[config.mk]
export PLATFORM = sky130hd
export DESIGN_NAME = awg_desc_unpacker
export DESIGN_NICKNAME = d
export VERILOG_FILES = /design/src/rtl/awg_desc_unpacker.sv
export SDC_FILE = /design/constraint.sdc
export NUM_CORES = 1
export LEC_CHECK = 0
export BUFFER_PORTS_ARGS = -buffer_cell sky130_fd_sc_hd__buf_2
export CAP_MARGIN = 20
export CELL_PAD_IN_SITES_DETAIL_PLACEMENT = 0
export CELL_PAD_IN_SITES_GLOBAL_PLACEMENT = 1
export CORE_MARGIN = 2
export CORE_UTILIZATION = 52
export DETAILED_ROUTE_END_ITERATION = 12
export HOLD_SLACK_MARGIN = 0.08
export PLACE_DENSITY = 0.84
export SETUP_SLACK_MARGIN = 0.4
export SYNTH_ARGS = -nofsm -noshare
export SYNTH_HDL_FRONTEND = slang
export SYNTH_SLANG_ARGS = --single-unit
export TNS_END_PERCENT = 10
[constraint.sdc]
create_clock -name clk -period 5.6 [get_ports clk]
set_input_delay 1.12 -clock clk [delete_from_list [all_inputs] [get_ports clk]]
set_output_delay 1.12 -clock clk [all_outputs]
set_load 0.02 [all_outputs]
[src/rtl/awg_desc_unpacker.sv]
// Descriptor unpacker: turns 4-beat AXI-stream frames into parallel descriptor
// fields and queues them in a small FIFO for the playback sequencer.
module awg_desc_unpacker #(
   parameter int FIFO_DEPTH = 4,
   parameter int FIFO_AW    = 2,
   parameter int CNT_W      = 16
) (
   input  logic                clk,
   input  logic                rst_n,
   input  logic                stop,
   input  logic [31:0]         axis_data,
   input  logic                axis_valid,
   input  logic                axis_last,
   output logic                axis_ready,
   output logic                desc_valid,
   input  logic                desc_ready,
   output logic [7:0]          desc_opcode,
   output logic [7:0]          desc_channel,
   output logic [15:0]         desc_repeat,
   output logic [31:0]         desc_addr,
   output logic [31:0]         desc_len,
   output logic [31:0]         desc_delay,
   output logic [FIFO_AW:0]    fifo_level,
   output logic                err_short,
   output logic                err_long,
   output logic [CNT_W-1:0]    good_count,
   output logic [CNT_W-1:0]    err_count
);

   typedef enum logic {COLLECT, DISCARD} state_t;

   localparam logic [FIFO_AW:0] LEVEL_FULL = (FIFO_AW + 1)'(FIFO_DEPTH);

   state_t             state_reg;
   logic [1:0]         idx_reg;
   logic [31:0]        word_reg [3];
   logic [127:0]       mem [FIFO_DEPTH];
   logic [FIFO_AW-1:0] wr_ptr_reg;
   logic [FIFO_AW-1:0] rd_ptr_reg;
   logic [FIFO_AW:0]   level_reg;
   logic [FIFO_AW:0]   level_next;
   logic               ready_reg;
   logic               err_short_reg;
   logic               err_long_reg;
   logic [CNT_W-1:0]   good_count_reg;
   logic [CNT_W-1:0]   err_count_reg;
   logic               beat_acc;
   logic               collect_beat;
   logic               push;
   logic               pop;
   logic               short_drop;
   logic               long_drop;
   logic               discard_next;
   logic [127:0]       head;

   // stop masks the handshake in its own cycle, so no beat can be stored then
   assign axis_ready   = ready_reg & ~stop;
   assign beat_acc     = axis_valid & axis_ready;
   assign collect_beat = beat_acc && (state_reg == COLLECT);
   assign push         = collect_beat && axis_last && (idx_reg == 2'd3);
   assign short_drop   = collect_beat && axis_last && (idx_reg != 2'd3);
   assign long_drop    = collect_beat && !axis_last && (idx_reg == 2'd3);
   assign desc_valid   = (level_reg != '0);
   assign pop          = desc_valid & desc_ready;

   always_comb begin
      level_next = level_reg;
      if (stop)
         level_next = '0;
      else if (push && !pop)
         level_next = level_reg + 1'b1;
      else if (pop && !push)
         level_next = level_reg - 1'b1;
   end

   always_comb begin
      discard_next = 1'b0;
      if (!stop) begin
         if (state_reg == DISCARD)
            discard_next = !(beat_acc && axis_last);
         else
            discard_next = long_drop;
      end
   end

   generate
      for (genvar gi = 0; gi < 3; gi++) begin : g_word
         always_ff @(posedge clk or negedge rst_n) begin
            if (!rst_n)
               word_reg[gi] <= '0;
            else if (collect_beat && (idx_reg == 2'(gi)))
               word_reg[gi] <= axis_data;
         end
      end
   endgenerate

   // Word 3 is taken straight from the bus on the final beat.
   always_ff @(posedge clk) begin
      if (push)
         mem[wr_ptr_reg] <= {word_reg[0], word_reg[1], word_reg[2], axis_data};
   end

   always_ff @(posedge clk or negedge rst_n) begin
      if (!rst_n) begin
         state_reg      <= COLLECT;
         idx_reg        <= '0;
         wr_ptr_reg     <= '0;
         rd_ptr_reg     <= '0;
         level_reg      <= '0;
         ready_reg      <= 1'b0;
         err_short_reg  <= 1'b0;
         err_long_reg   <= 1'b0;
         good_count_reg <= '0;
         err_count_reg  <= '0;
      end else begin
         level_reg     <= level_next;
         ready_reg     <= discard_next || (level_next != LEVEL_FULL);
         state_reg     <= discard_next ? DISCARD : COLLECT;
         err_short_reg <= short_drop;
         err_long_reg  <= long_drop;
         if (stop) begin
            idx_reg    <= '0;
            wr_ptr_reg <= '0;
            rd_ptr_reg <= '0;
         end else begin
            if (collect_beat)
               idx_reg <= (axis_last || idx_reg == 2'd3) ? 2'd0 : idx_reg + 1'b1;
            if (push)
               wr_ptr_reg <= wr_ptr_reg + 1'b1;
            if (pop)
               rd_ptr_reg <= rd_ptr_reg + 1'b1;
         end
         if (push && good_count_reg != '1)
            good_count_reg <= good_count_reg + 1'b1;
         if ((short_drop || long_drop) && err_count_reg != '1)
            err_count_reg <= err_count_reg + 1'b1;
      end
   end

   // Fields read as zero when empty so the outputs are clean out of reset.
   assign head         = desc_valid ? mem[rd_ptr_reg] : '0;
   assign desc_opcode  = head[127:120];
   assign desc_channel = head[119:112];
   assign desc_repeat  = head[111:96];
   assign desc_addr    = head[95:64];
   assign desc_len     = head[63:32];
   assign desc_delay   = head[31:0];
   assign fifo_level   = level_reg;
   assign err_short    = err_short_reg;
   assign err_long     = err_long_reg;
   assign good_count   = good_count_reg;
   assign err_count    = err_count_reg;

endmodule
==> results of run 1 <==
report_power, final:
part	internal (mW)	switching [mW]
Combinational	1.49	1.90
Clock	2.76	1.77
Sequential	5.75	0.387
area by class of cell:
cell class	count	area, um^2	share of cell area [%]
repair buffers	224	1280	4.39
well taps	615	769	2.63
multi-input cells	514	5950	20.4
clock buffers	98	2000	6.84
diodes	1	2.50	0.00856
inverters	14	53.8	0.184
clock inverters	22	272	0.928
flip-flops and latches	653	18900	64.7
synth_stat cells (2+ instances only):
cell | n | area share [%]
edfxtp_1 | 512 | 61
dfrtp_1 | 141 | 14
and2_1 | 128 | 3.2
mux4_2 | 128 | 11
mux2_2 | 100 | 4.5
buf_2 | 25 | 0.50
clkbuf_1 | 24 | 0.36
nor2_1 | 23 | 0.34
nand2_1 | 22 | 0.33
xnor2_1 | 17 | 0.59
inv_1 | 14 | 0.21
ha_1 | 13 | 0.65
nand3_1 | 13 | 0.26
xor2_1 | 13 | 0.45
and3_1 | 7 | 0.17
a21oi_1 | 6 | 0.12
buf_1 | 6 | 0.090
nand4_1 | 5 | 0.12
a31oi_1 | 4 | 0.10
nor3_1 | 4 | 0.080
nor2b_1 | 3 | 0.075
a211oi_1 | 2 | 0.060
and4_1 | 2 | 0.070
nand2b_1 | 2 | 0.050
nor4_1 | 2 | 0.050
o211ai_1 | 2 | 0.060
o21ai_0 | 2 | 0.040
worst paths after layout:
path / to / depth (start not counted) / start
min: err_count[15] / 1 / err_count[15]
min in group asynchronous: word_reg[69] / 1 / rst_n
max: desc_delay[0] / 4 / rd_ptr_reg[0]
max in group asynchronous: rd_ptr_reg[0] / 2 / rst_n
min reg2reg: err_count[15] / 1 / err_count[15]
max reg2reg: mem[3][86] / 4 / idx_reg[0]
per-stage QoR:
stage	hold slack [ns]	cell area, um^2	total power [mW]	utilization, %	std cells
after global routing	0.505	29200	14.7	61.3	2141
after floorplan	0.471	25100	8.53	-	1237
after global placement	0.470	26900	9.57	56.4	2019
after CTS	0.495	29200	14.2	61.2	2139
final	0.489	29200	14.1	61.3	2141
after detailed placement	0.484	26900	9.66	56.4	2019
cell families after synthesis:
logic type | synth area share (%)
compound gates | 0.817
fa+ha+maj | 0.647
buf+inv | 1.19
xor+xnor | 1.05
mux | 16.0
simple gates | 5.06
flops | 75.2
critical path: cells and delay by family, from the launching register on:
| family | cells | cell delay, ns |
|---|---|---|
| buf+inv | 2 | 0.56 |
| flops | 1 | 0.85 |
| mux | 1 | 0.62 |
| simple gates | 1 | 0.18 |
routing by layer:
metal / routed length [um] / track usage, % / vias to the layer above
li1: - / - / 5307
met1: 20400 / 27.1 / 6358
met2: 24000 / 31.9 / 270
met3: 2390 / 3.88 / 58
met4: 821 / 6.13 / 2
met5: 13 / 0 / -
==> impl_metrics.csv, run 1 <==
group,metric,value,unit
sta,setup_viol,0,
clock_network,max-clock-path-buffers,3,
synth,synth-main-ff-cell,"edfxtp_1",
route,ant_nets,0,
setup_path,cp_data_required_time,4.48,ns
cells_and_area,syn_to_final_growth,16.4,%
global_routing,track_usage,19.6,%
place,routabilityCongestion,0.733,
setup_path,worst_setup_path_start_kind,"flip-flop",
sta,hold_viol_final,0,
floorplanning,pin_count,205,
sta,fin_ws,1.56,ns
setup_path,crit_path_max_incr_delay,0.85,ns
synth,syn_area_per_cell,20.3,um^2
clock_network,htree_levels,3,
route,drt_iter0_drc,884,
sta,rsz0062_at_grt,"false",
synth,ys_ff_latch,653,
cells_and_area,largest_reg_flops,512,
floorplanning,row_count,80,
route,dr_total_vias,11995,
global_routing,grt_pass1_wl,73900,um
setup_path,critical_path_class,"reg2out",
synth,synth-edff-count,512,
status,status,"finished clean",
pwr,power_density,481,nW/um^2
place,preCtsSetupSlack,1.58,ns
setup_path,slowest_stage,"dfrtp_4",
sta,timing.final.crit_share,72.1,%
setup_path,end_kind,"primary output",
global_routing,overflow,0,
sta,fmax,248,MHz
cells_and_area,fillCellCount,3287,
sta,fin_skew,0.0185,ns
global_routing,grt_pass1_vias,12508,
floorplanning,die-width,224,um
global_routing,antenna_found_initial,2,
synth,async_reset_ff_share,21.6,%
sta,worst_pin_slew,0.886,ns
cells_and_area,drive_above_1_share,37.6,%
cells_and_area,final_cell_mix,"512 x edfxtp_1, 203 x buf_2, 139 x dfrtp_1",
sta,max_slew_margin,40.7,%
floorplanning,start_util,52.6,%
floorplanning,die_y,224,um
setup_path,critPathArrivalTime,2.92,ns
synth,ys_warn_count,0,
sta,slew_violations,0,
setup_path,rrSetupSlack,2.80,ns
route,first_pass_iters,5,
setup_path,critPathMaxFanout,54,
floorplanning,coreArea,47700,um^2
synth,syn-num-nets,1288,
synth,synthDistinctLibCells,44,
floorplanning,die-area,50100,um^2
clock_network,cts_hold_buf,0,
synth,ys_seq_area_share,75.2,%
route,drc,0,
run,maxCapViolCount,0,
clock_network,cts.sinks,653,
clock_network,post_cts_buffers,0,
clock_network,cts_resized,0,
route,wl_per_cell,22.2,um
clock_network,cts_tree,"built",
clock_network,clkLatencyLatePin,0.59,ns
place,portBuffers,204,
setup_path,path_cells,"buf_12, mux4_2, and2_1, buf_2",
sta,fin_crit,4.04,ns
clock_network,clkTransAtPathRegs,0.06,ns
pwr,leakage,10.7,nW
route,wirelength,47600,um
cells_and_area,layout.nets,1524,
pwr,ir_drop,0.281,mV
route,routed_via_density,5.60,
synth,synth.cell_area,25100,um^2
clock_network,cts_root_buffer,"clkbuf_16",
global_routing,grt_max_degree,97,
sta,fin_setup_tns,0,ns
cells_and_area,final_common_cell,"edfxtp_1",
clock_network,cts_made_buffers,66,
hold_path,hold_class,"reg2reg",
synth,netlist_instances,1237,
place,place.detailed.hpwl,26300,um
Note: power is estimated with default switching activity, not from simulation.
==> run 2, diff against run 1 <==
--- a/config.mk
+++ b/config.mk
@@ -10,10 +10,10 @@
 export CELL_PAD_IN_SITES_DETAIL_PLACEMENT = 0
 export CELL_PAD_IN_SITES_GLOBAL_PLACEMENT = 1
 export CORE_MARGIN = 2
-export CORE_UTILIZATION = 52
+export CORE_UTILIZATION = 47
 export DETAILED_ROUTE_END_ITERATION = 12
 export HOLD_SLACK_MARGIN = 0.08
-export PLACE_DENSITY = 0.84
+export PLACE_DENSITY = 0.81
 export SETUP_SLACK_MARGIN = 0.4
 export SYNTH_ARGS = -nofsm -noshare
 export SYNTH_HDL_FRONTEND = slang
==> constraint.sdc (replaced) <==
create_clock -name clk -period 3.45 [get_ports clk]
set_input_delay 0.69 -clock clk [delete_from_list [all_inputs] [get_ports clk]]
set_output_delay 0.69 -clock clk [all_outputs]
set_load 0.02 [all_outputs]
==> run 2 against run 1 <==
  * Via count increased by 2.6%
  * Critical path depth increased by 2
  * Largest power group unchanged
  * Register-to-register slack got worse by 1.8 ns
  * Critical endpoint is now desc_len[17]
  * Clock-buffer cell count decreased by 5
  * Final cell count increased by 5.0%
  * Combinational power increased by 96%
  * Final area increased by 1.8%
  * First-iteration DRC count increased by 6.1%
  * Clock power increased by 52%
  * Routed wire length increased by 8.9%
  * Clock skew increased by 0.0067 ns
==> impl_metrics.csv, run 2 (synthesis results as in run 1) <==
group,metric,value,unit
floorplanning,start_util,47.7,%
route,drc,0,
floorplanning,coreArea,52700,um^2
clock_network,cts_tree,"built",
global_routing,antenna_found_initial,3,
pwr,p_total,23.4,mW
setup_path,cp_data_required_time,2.76,ns
floorplanning,die-width,235,um
sta,max_slew_margin,51.7,%
place,place.detailed.hpwl,28500,um
sta,fin_crit,3.08,ns
pwr,ir_drop,0.403,mV
route,drt_iter0_drc,938,
sta,hold_viol_final,0,
clock_network,cts.sinks,653,
sta,setup_viol,0,
sta,fmax,325,MHz
cells_and_area,largest_reg_flops,512,
sta,slew_violations,0,
clock_network,htree_levels,3,
place,portBuffers,204,
sta,fin_skew,0.0253,ns
global_routing,grt_pass1_vias,12975,
hold_path,hold_class,"in2async",
cells_and_area,drive_above_1_share,38.4,%
setup_path,critical_path_class,"reg2out",
place,routabilityCongestion,0.717,
pwr,leakage,10.9,nW
clock_network,cts_root_buffer,"clkbuf_16",
place,placedCellCount,2104,
cells_and_area,final_common_cell,"edfxtp_1",
sta,hold-worst-slack,0.115,ns
setup_path,worst_setup_path_start_kind,"flip-flop",
route,ant_nets,0,
route,routed_via_density,5.48,
global_routing,grt_max_degree,67,
cells_and_area,syn_to_final_growth,18.5,%
pwr,power_density,786,nW/um^2
global_routing,track_usage,18.9,%
setup_path,critPathArrivalTime,2.39,ns
route,wl_per_cell,23.1,um
sta,fin_setup_tns,0,ns
setup_path,critPathMaxFanout,6,
clock_network,clkLatencyLatePin,0.59,ns
setup_path,end_kind,"primary output",
clock_network,cts_hold_buf,0,
clock_network,max-clock-path-buffers,3,
clock_network,clkTransAtPathRegs,0.06,ns
clock_network,cts_made_buffers,67,
route,dr_total_vias,12305,
floorplanning,die-area,55300,um^2
floorplanning,die_y,235,um
route,wirelength,51800,um
floorplanning,pin_count,205,
sta,worst_pin_slew,0.725,ns
sta,rsz0062_at_grt,"true",
cells_and_area,fillCellCount,3975,
cells_and_area,multi_input_area,5960,um^2
global_routing,overflow,0,
setup_path,r2r_cells,4,
setup_path,r2r_end,"mem[0][67]",
floorplanning,row_count,84,
setup_path,r2r_start,"idx_reg[0]",
status,status,"finished clean",
global_routing,grt_pass1_wl,79200,um
sta,timing.final.crit_share,89.1,%
cells_and_area,layout.nets,1556,
run,maxCapViolCount,0,
cells_and_area,fin_cells,2247,
cells_and_area,diodes,0,
cells_and_area,final_cell_mix,"512 x edfxtp_1, 203 x buf_2, 139 x dfrtp_1",
setup_path,rrSetupSlack,1.03,ns
cells_and_area,seq_area,18900,um^2
route,first_pass_iters,7,
==> run 2: cell types whose count changed in the layout (fill, tap and decap cells not counted), sizes merged <==
cell	previous run	this run
bufbuf	0	3
buf	224	250
bufinv	6	3
clkbuf	98	94
diode	1	0
clkinv	13	25
==> run 2: metal layers <==
metal,track usage [%],routed length [um],vias up
li1,-,-,5393
met1,25.8,22000,6525
met2,30.6,25500,315
met3,4.71,3310,68
met4,5.37,946,4
met5,0,26,-
==> run 2: area by class of cell <==
class	instances	share of cell area [%]
clock buffers	93	6.31
clock inverters	30	0.798
inverters	14	0.265
multi-input cells	514	20.0
flip-flops and latches	653	63.5
well taps	688	2.89
repair buffers	254	6.18
repair inverters	1	0.0294
==> run 2: worst max-delay path by stage <==
| stage | from | end | slack (ns) | cells after the start |
|---|---|---|---|---|
| 4_1_cts | rd_ptr_reg[0] | desc_len[28] | 0.32 | 5 |
| 2_1_floorplan | stop | mem[0][0] | 0.23 | 3 |
| 5_1_grt | rd_ptr_reg[0] | desc_addr[8] | 0.29 | 4 |
| 6_report | rd_ptr_reg[0] | desc_len[17] | 0.37 | 6 |
| 3_3_place_gp | rd_ptr_reg[1] | desc_len[28] | 0.69 | 4 |
| 3_5_place_dp | rd_ptr_reg[1] | desc_len[28] | 0.70 | 4 |
==> run 2: critical path: stages (launching register included) <==
cell and delay, ns:
dfrtp_4 0.49, buf_4 0.19, buf_16 0.15, buf_12 0.12, mux4_2 0.54, and2_1 0.17
buf_2 0.15
==> run 2: timing repair <==
item | in CTS | in global routing
setup buffers | 13 | 0
gates resized for setup | 17 | 0
gates cloned | 6 | 1
endpoints found under the setup margin | 129 | 103
==> run 2: where the power goes <==
group	switching, mW	internal [mW]	leakage, nW
registers	0.524	9.34	6.49
logic	3.60	3.05	3.40
clock network	2.90	3.98	1.03
==> run 2: stage by stage <==
| step | util (%) | setup WS (ns) | instance area, um^2 |
|---|---|---|---|
| 6_report | 56.5 | 0.375 | 29800 |
| 5_1_grt | 56.5 | 0.288 | 29800 |
| 4_1_cts | 56.5 | 0.322 | 29800 |
| 3_5_place_dp | 51.7 | 0.698 | 27200 |
| 3_3_place_gp | 51.7 | 0.693 | 27200 |
| 2_1_floorplan | - | 0.229 | 25100 |
==> run 3, diff against run 2 <==
--- a/config.mk
+++ b/config.mk
@@ -6,7 +6,6 @@
 export NUM_CORES = 1
 export LEC_CHECK = 0
 export BUFFER_PORTS_ARGS = -buffer_cell sky130_fd_sc_hd__buf_2
-export CAP_MARGIN = 20
 export CELL_PAD_IN_SITES_DETAIL_PLACEMENT = 0
 export CELL_PAD_IN_SITES_GLOBAL_PLACEMENT = 1
 export CORE_MARGIN = 2
@@ -14,7 +13,6 @@
 export DETAILED_ROUTE_END_ITERATION = 12
 export HOLD_SLACK_MARGIN = 0.08
 export PLACE_DENSITY = 0.81
-export SETUP_SLACK_MARGIN = 0.4
 export SYNTH_ARGS = -nofsm -noshare
 export SYNTH_HDL_FRONTEND = slang
 export SYNTH_SLANG_ARGS = --single-unit
==> run 3 against run 2 <==
  * Sequential share of layout area rose by 0.75 points
  * Global-route usage fell by 0.81 points
  * Combinational power decreased by 12%
  * Largest power group unchanged
  * Worst hold slack improved by 0.0098 ns
  * Sequential power about the same
  * Core utilization down 0.66 points
  * Via count fell by 1.3%
  * Critical endpoint is now desc_delay[4]
==> impl_metrics.csv, run 3 (synthesis results as in run 1) <==
group,metric,value,unit
place,portBuffers,204,
clock_network,cts_resized,0,
sta,fmax,312,MHz
clock_network,post_cts_buffers,0,
floorplanning,die_y,235,um
pwr,leakage,10.8,nW
sta,hold_viol_final,0,
cells_and_area,final_common_cell,"edfxtp_1",
sta,fin_skew,0.0149,ns
setup_path,rrSetupSlack,0.97,ns
hold_path,hold_class,"in2async",
route,drc,0,
setup_path,worst_setup_path_start_kind,"flip-flop",
cells_and_area,finish.utilization,55.9,%
setup_path,r2r_start,"idx_reg[0]",
pwr,ir_drop,0.703,mV
sta,hold-worst-slack,0.125,ns
cells_and_area,fin_area,29400,um^2
pwr,power_density,772,nW/um^2
global_routing,grt_max_degree,132,
route,wl_per_cell,22.1,um
clock_network,cts_root_buffer,"clkbuf_16",
floorplanning,pin_count,205,
floorplanning,coreArea,52700,um^2
clock_network,max-clock-path-buffers,3,
route,ant_nets,0,
floorplanning,die-width,235,um
route,first_pass_iters,7,
status,status,"finished clean",
sta,slew_violations,0,
setup_path,r2r_cells,4,
place,routabilityCongestion,0.731,
setup_path,critPathMaxFanout,44,
sta,fin_crit,3.21,ns
sta,max_slew_margin,52.3,%
floorplanning,die-area,55300,um^2
sta,worst_pin_slew,0.716,ns
sta,fin_setup_tns,0,ns
sta,setup_viol,0,
pwr,p_seq_share,43.5,%
global_routing,grt_pass1_vias,12863,
route,routed_via_density,5.45,
pwr,internal-power,16.0,mW
setup_path,r2r_end,"mem[2][120]",
route,dr_total_vias,12142,
global_routing,antenna_found_initial,1,
cells_and_area,drive_above_1_share,37.5,%
setup_path,critPathArrivalTime,2.52,ns
global_routing,overflow,0,
pwr,p_sw_share,29.4,%
clock_network,clkTransAtPathRegs,0.06,ns
sta,rsz0062_at_grt,"false",
setup_path,critical_path_class,"reg2out",
pwr,p_comb_share,25.8,%
route,wirelength,49200,um
floorplanning,row_count,84,
pwr,netSwitchingPower,6.68,mW
clock_network,clkLatencyLatePin,0.59,ns
global_routing,track_usage,18.1,%
setup_path,cp_data_required_time,2.76,ns
pwr,clkPwrFrac,30.8,%
clock_network,cts.sinks,653,
global_routing,grt_pass1_wl,75900,um
floorplanning,start_util,47.7,%
place,postPlaceCellArea,27300,um^2
cells_and_area,final_cell_mix,"512 x edfxtp_1, 203 x buf_2, 139 x dfrtp_1",
setup_path,end_kind,"primary output",
clock_network,cts_hold_buf,0,
place,place.detailed.hpwl,27900,um
clock_network,cts_made_buffers,66,
clock_network,cts_tree,"built",
sta,timing.final.crit_share,93.0,%
cells_and_area,layout.nets,1538,
cells_and_area,largest_reg_flops,512,
cells_and_area,syn_to_final_growth,17.1,%
clock_network,htree_levels,3,
route,drt_iter0_drc,824,
run,maxCapViolCount,0,
==> run 3: changes by cell type in the layout (fill, tap and decap cells not counted), moves of 2 or more <==
| cell | delta |
|---|---|
| buf_4 | -4 |
| bufbuf_16 | -3 |
| buf_6 | -2 |
| bufinv_16 | +3 |
| clkbuf_16 | -2 |
| clkinv_8 | -3 |
| buf_16 | -5 |
==> run 3: worst max-delay path by stage <==
| stage | start | to |
|---|---|---|
| after floorplan | stop | mem[1][0] |
| after global placement | axis_last | mem[0][3] |
| after detailed placement | axis_last | mem[0][53] |
| after CTS | rd_ptr_reg[0] | desc_delay[4] |
| after global routing | fifo_level[0] | desc_repeat[12] |
| final | rd_ptr_reg[0] | desc_delay[4] |
==> run 3: final cells by class <==
type / count / area (um^2)
multi-input cells: 514 / 5950
well taps: 688 / 861
clock inverters: 28 / 297
flip-flops and latches: 653 / 18900
diodes: 1 / 2.50
fillers: 3971 / 23200
clock buffers: 92 / 1840
inverters: 14 / 53.8
repair buffers: 238 / 1510
==> run 3: per-stage QoR <==
step                      instances  worst slack, ns  power [mW]
after floorplan                1237            -1.24        13.8
after CTS                      2227            0.139        23.1
after global placement         2107            0.798        15.9
final                          2228            0.242        22.7
after global routing           2227           0.0774        23.7
after detailed placement       2107            0.791        16.0
==> run 3: metal layers <==
metal	GRT usage, %	wire, um	up-vias
met5	0	0	-
met1	23.9	20900	6392
met3	3.99	2690	65
met4	5.85	962	0
met2	30.1	24700	313
li1	-	-	5372
==> run 3: power by group through the flow <==
| stage | sequential [mW] | combinational (mW) | clock [mW] |
|---|---|---|---|
| detailed placement | 10.0 | 5.98 | 0 |
| floorplan | 9.86 | 3.98 | 0 |
| CTS | 9.87 | 6.01 | 7.18 |
| finish | 9.87 | 5.85 | 6.99 |
| global placement | 9.95 | 5.94 | 0 |
| global route | 9.96 | 6.29 | 7.49 |
==> run 3: worst max-delay path, stage by stage (launching register included) <==
cell,delay [ns]
dfrtp_4,0.58
buf_12,0.36
mux4_2,0.58
and2_1,0.18
buf_2,0.16
